<file path="config.mk">
export PLATFORM = sky130hd
export DESIGN_NAME = carryless_multiply_sequencer
export DESIGN_NICKNAME = d
export VERILOG_FILES = /design/src/rtl/carryless_multiply_sequencer.sv
export SDC_FILE = /design/constraint.sdc
export NUM_CORES = 1
export LEC_CHECK = 0
export ABC_AREA = 1
export CAP_MARGIN = 40
export CORE_MARGIN = 4
export CORE_UTILIZATION = 45
export CTS_CLUSTER_SIZE = 16
export DETAILED_ROUTE_END_ITERATION = 7
export GPL_TIMING_DRIVEN = 0
export PLACE_DENSITY = 0.66
export SETUP_SLACK_MARGIN = 0.1
export SLEW_MARGIN = 25
export SYNTH_ARGS = -nofsm -noshare
export SYNTH_HDL_FRONTEND = slang
export SYNTH_SLANG_ARGS = --single-unit
</file>
<file path="constraint.sdc">
create_clock -name clk_i -period 2.15 [get_ports clk_i]
set_input_delay 0.43 -clock clk_i [delete_from_list [all_inputs] [get_ports clk_i]]
set_output_delay 0.43 -clock clk_i [all_outputs]
set_load 0.02 [all_outputs]
</file>
<file path="src/rtl/carryless_multiply_sequencer.sv">
// carryless_multiply_sequencer
// Iterative GF(2) multiplier that scans the multiplier one bit per clock and
// returns the RISC-V Zbc CLMUL / CLMULH / CLMULR slices over valid/ready handshakes.
// Optional build macro: CLMUL_EARLY_EXIT_EN stops scanning once the remaining
// multiplier bits are all zero (every further step would be a no-op).
module carryless_multiply_sequencer #(
  parameter int DATA_WIDTH = 32
) (
  input  logic                  clk_i,
  input  logic                  rst_n_i,
  input  logic                  valid_i,
  output logic                  ready_o,
  input  logic [DATA_WIDTH-1:0] operand_A_i,
  input  logic [DATA_WIDTH-1:0] operand_B_i,
  input  logic [1:0]            op_i,
  output logic                  valid_o,
  input  logic                  ready_i,
  output logic [DATA_WIDTH-1:0] result_o,
  output logic                  busy_o
);

  localparam int W  = DATA_WIDTH;
  localparam int CW = $clog2(DATA_WIDTH);

  typedef enum logic [1:0] {
    IDLE,
    COMPUTE,
    DONE
  } state_t;

  state_t          state;
  state_t          state_next;

  logic [2*W-1:0]  a_sh;
  logic [2*W-1:0]  acc;
  logic [2*W-1:0]  acc_step;
  logic [W-1:0]    b_sh;
  logic [W-1:0]    b_next;
  logic [CW-1:0]   cnt;
  logic [1:0]      op_q;
  logic [W-1:0]    slice;
  logic            last_step;
  logic            accept;

  assign ready_o = (state == IDLE);
  assign valid_o = (state == DONE);
  assign busy_o  = (state != IDLE);
  assign accept  = valid_i && ready_o;

  // One shift/XOR step: the product including this cycle's partial term,
  // and whether this step finishes the scan.
  always_comb begin
    acc_step  = b_sh[0] ? (acc ^ a_sh) : acc;
    b_next    = b_sh >> 1;
`ifdef CLMUL_EARLY_EXIT_EN
    last_step = (cnt == CW'(W - 1)) || (b_next == '0);
`else
    last_step = (cnt == CW'(W - 1));
`endif
  end

  // Select the requested slice of the final product; reserved op falls back to CLMUL.
  always_comb begin
    slice = acc_step[W-1:0];
    case (op_q)
      2'b01:   slice = acc_step[2*W-1:W];
      2'b10:   slice = acc_step[2*W-2:W-1];
      default: slice = acc_step[W-1:0];
    endcase
  end

  // State register.
  always_ff @(posedge clk_i or negedge rst_n_i) begin
    if (!rst_n_i) begin
      state <= IDLE;
    end else begin
      state <= state_next;
    end
  end

  // Next-state logic: accept only in IDLE, release DONE only on the consumer handshake.
  always_comb begin
    state_next = state;
    case (state)
      IDLE: begin
        if (accept) begin
`ifdef CLMUL_EARLY_EXIT_EN
          state_next = (operand_B_i == '0) ? DONE : COMPUTE;
`else
          state_next = COMPUTE;
`endif
        end
      end
      COMPUTE: begin
        if (last_step) begin
          state_next = DONE;
        end
      end
      DONE: begin
        if (ready_i) begin
          state_next = IDLE;
        end
      end
      default: state_next = IDLE;
    endcase
  end

  // Datapath: capture operands on accept, step while computing, latch the slice on entry to DONE.
  always_ff @(posedge clk_i or negedge rst_n_i) begin
    if (!rst_n_i) begin
      a_sh     <= '0;
      b_sh     <= '0;
      acc      <= '0;
      cnt      <= '0;
      op_q     <= '0;
      result_o <= '0;
    end else begin
      case (state)
        IDLE: begin
          if (accept) begin
            a_sh <= {{W{1'b0}}, operand_A_i};
            b_sh <= operand_B_i;
            acc  <= '0;
            cnt  <= '0;
            op_q <= op_i;
`ifdef CLMUL_EARLY_EXIT_EN
            if (operand_B_i == '0) begin
              result_o <= '0;
            end
`endif
          end
        end
        COMPUTE: begin
          acc  <= acc_step;
          a_sh <= a_sh << 1;
          b_sh <= b_next;
          cnt  <= cnt + 1'b1;
          if (last_step) begin
            result_o <= slice;
          end
        end
        default: begin
        end
      endcase
    end
  end

endmodule

</file>
# Word-level counts from Yosys, hierarchy flattened
# Cells that the tools add are included.
dict set report classes {
  n_addsub 1
  n_eq_ne 8
  muxes 14
  n_bitwise 1
  n_reduce_logical 8
}
# op n
set op_table {}
lappend op_table {{one-hot mux 64 bit (2 select lines)} 2}
lappend op_table {{2-to-1 mux 64 bit} 3}
lappend op_table {{one-hot mux 32 bit (2 select lines)} 2}
lappend op_table {{bitwise XOR 64 bit} 1}
lappend op_table {{2-to-1 mux 32 bit} 1}
lappend op_table {{one-hot mux 5 bit (2 select lines)} 1}
lappend op_table {{2-to-1 mux 2 bit} 3}
lappend op_table {{one-hot mux 2 bit (3 select lines)} 1}
lappend op_table {{AND reduction 2 bit} 3}
lappend op_table {{adder 5 x 1 -> 5 bit (second input constant)} 1}
lappend op_table {{== test 5 bit (second input constant)} 1}
lappend op_table {{2-to-1 mux 5 bit} 1}
lappend op_table {{== test 2 x 1 -> 1 bit (second input constant)} 2}
lappend op_table {{== test 2 bit (second input constant)} 2}
lappend op_table {{!= test 2 x 1 -> 1 bit (second input constant)} 2}
lappend op_table {{nonzero test 2 bit} 2}
lappend op_table {{AND reduction 3 bit} 1}
lappend op_table {{zero test 2 bit} 1}
lappend op_table {{!= test 2 bit (second input constant)} 1}
lappend op_table {{logical AND 1 bit} 1}
dict set report word_totals {
  ff_bits 201
  in_bits 70
  out_inout_bits 35
  word_cells 39
}

# Longest topological paths before layout
# Gate-level depths: netlist of the first run.
dict set report depth {
  ltp_word 4
  ltp_mapped 11
  mapped_depth_nobuf 10
}

# Worst setup path before layout of the first run
# No wires, ideal clock.
dict set report synth_timing {
  path_type {flip-flop to flip-flop}
  start {register cnt[0]}
  end {register result_o[19]}
  setup_time_ns 0.117
  arrival_time_ns 1.420
  required_ns 2.033
  path_slack_ns 0.613
  path_stages_with_launch 10
  n_path_buf 1
  synth_period_minus_slack_ns 1.537
  cell_sequence {dfrtp_1 ha_1 nand2_1 nor2_1 ha_1 nand2_2 clkbuf_1 a21oi_1 nand2_1 nand2_1}
}
dict set report synth_via {
  elab_chain_len 2
}
# element line
set synth_rtl {}
lappend synth_rtl {{start, declared} 39} ;# logic [CW-1:0] cnt;
lappend synth_rtl {{start signal, assigned} 137} ;# cnt <= cnt + 1'b1;
lappend synth_rtl {{== test 5 bit} 58} ;# last_step = (cnt == CW'(W - 1));
lappend synth_rtl {{AND reduction 2 bit (no line)} -}
lappend synth_rtl {{end signal, assigned} 139} ;# result_o <= slice;
lappend synth_rtl {{end, declared} 18} ;# output logic [DATA_WIDTH-1:0] result_o,
# No other way between the ends.
# A chain may end at the register's enable or synchronous reset.

# Worst setup path after layout of the first run
dict set report layout_timing {
  start {register result_o[1]}
  end {output result_o[1]}
}
# No word-level cell between the ends.

==> metrics.cfg, run 1 <==
[synthesis]
yosys.area.top_type=dfrtp_1
netlist_instances=1280
synth.top_cell.area_share=0.514
syn_avg_cell_area_um2=7.64
syn_area_mm2=0.00978
synth-warning-count=0
synth_seq_area_share=0.514
syn_nets=1354
synthTopCellsByArea=dfrtp_1 (51%), nand2_1 (17%), inv_1 (6.6%)
ys_seq_elements=201
ys_types=23

[outcome]
status=complete, no violations

[finish]
final_cell_mix=nand2_1 (440), dfrtp_1 (201), inv_1 (173)
finalNetCount=1487
num_antenna_cells=0
layout-drive-gt1-share=0.0622
syn_to_final_growth_pct=22.9
final_common_cell=nand2_1

[floorplanning]
core_area_mm2=0.0212
die_w_um=155
die_h_um=155
die_area_mm2=0.0242
io_pins=105
start_util=0.461
rows=53

[sta]
max_freq_mhz=505
rsz0062_at_grt=false
fin_skew_ps=9.58
period_share=0.920
finalHoldViolCount=0
min_period_ps=1980
finalSetupViolCount=0
holdWs_ps=406
drv_slew=0
maxSlewHeadroom=0.584
fin_setup_tns_ps=0
worst_slack_ps=171
worst_pin_slew_ps=624

[place]
globalplace.congestion=0.850
hpwl_mm=19.4
dp_slack_ps=-85.8
port-buffer-count=104

[critical_path]
slowest_delay_ps=630
worst_setup_path_start_kind=flop
crit_chain=clkdlybuf4s50_1
worst-path-max-fanout=2
cp_data_required_time_ps=1720
endpoint_kind=primary output
path_depth=1
cp_top_family=buffers and inverters
critPathArrivalTime_ps=1550
r2r_cells=9
slowest_stage=clkdlybuf4s50_1
path_class=reg2out
worst-path-buf-inv=1

[drt]
drtIter0Drc=623
viasPerCell=5.23
dr.pass1.iters=5
ant_nets=0
vias=8916
wl_per_cell_um=15.8
wirelength_mm=27.0
drc_errors=0

[pwr]
p_per_area_mw_per_mm2=1610
p_leak_nw=6.09
irDropWorstVdd_mv=0.674

[grt]
grt_pass1_vias=8653
antenna_found_initial=0
grt_max_degree=59
gr-total-overflow=0
grt_pass1_wl_mm=44.2
grt_use_total=0.224

[cts]
clock_path_buffers=3
clock_latency_ps=510
cts.reportedPaths.clkPinSlew_ps=60
clkSinkCount=201
htree_levels=1
tritoncts=yes
numCtsBuffers=23
clock-root-buffer=clkbuf_16

[run]
cap_violations=0

[worst_hold_path]
hold_path.class=in2async

==> registers in the layout, summed over array words and instances (netlist names) <==
name	count
b_sh	32
cnt	5
acc	64
state	2
a_sh	64
result_o	32
op_q	2
==> Yosys cell counts <==
library cell and instances:
inv_2 7, nand2_2 2, nand3_1 122, o22ai_1 101, clkbuf_1 40, buf_2 25, ha_1 4, o21ai_0 60
buf_1 4, nor2_2 1, o21ai_2 1, nor2_1 5, clkinv_1 11, o31ai_1 1, xor2_1 1, buf_4 5
a32o_1 2, nand2_1 440, a21oi_1 71, o21ai_1 1, a22o_1 2, inv_1 173, dfrtp_1 201
==> cell families after synthesis <==
family                     Yosys count  share of synthesized area
DFF                                201                      0.514
adders and majority gates            4                    0.00512
AOI/OAI and AO/OA                  239                      0.138
buffers and inverters              265                      0.107
and+or+nand+nor                    570                      0.235
xor gates and xnor gates             1                   0.000896
==> per-layer routing <==
layer / wire length (um) / global-route usage / up-vias
met1: 12300 / 0.314 / 4248
met2: 12500 / 0.358 / 246
met3: 1720 / 0.0445 / 41
met5: 0 / 0 / -
li1: - / - / 4381
met4: 436 / 0.0571 / 0
==> worst paths after layout <==
check / from / to / slack, ps
setup / recovery: result_o[1] / result_o[1] / 170
hold / removal: rst_n_i / acc[57] / 410
setup reg to reg: op_q[0] / result_o[28] / 230
hold reg to reg: result_o[13] / result_o[13] / 480
max in group asynchronous: rst_n_i / acc[4] / 820
min in group clk_i: ready_i / state[1] / 480
==> through the flow <==
stage               utilization  instances  cell area (um2)  total power, mW
global placement          0.526       1659            11200             15.1
global route              0.566       1705            12000             20.9
CTS                       0.566       1705            12000             19.3
floorplan                     -       1280             9780             12.6
finish                    0.566       1705            12000             19.3
detailed placement        0.530       1662            11300             15.4
==> area by class of cell <==
class | instances | area (um2)
multi-input cells | 814 | 3710
inverters | 191 | 717
flip-flops and latches | 201 | 5030
clock inverters | 6 | 37.5
fillers | 1989 | 9210
well taps | 275 | 344
plain buffers | 74 | 337
repair buffers | 108 | 1130
clock buffers | 36 | 704
==> power by group <==
group          leakage, nW  switching [mW]  internal (mW)
Sequential            2.48            1.13           5.48
Clock                0.371            1.57           2.25
Combinational         3.24            5.60           3.26
==> timing repair <==
item / 4_1_cts / 5_1_grt
buffers inserted: 0 / 0
endpoints found under the setup margin: 4 / 23
gates resized for setup: 5 / 13
endpoints found under the hold margin: 44 / 0
hold buffers: 1 / 0
Note: power is estimated with default switching activity, not from simulation.
==> run 2, diff against run 1 <==
--- a/config.mk
+++ b/config.mk
@@ -6,7 +6,7 @@
 export NUM_CORES = 1
 export LEC_CHECK = 0
 export ABC_AREA = 1
-export CAP_MARGIN = 40
+export CAP_MARGIN = 30
 export CORE_MARGIN = 4
 export CORE_UTILIZATION = 45
 export CTS_CLUSTER_SIZE = 16
==> results of run 2 <==
Final layout, timing and power as in run 1 (identical DEF).
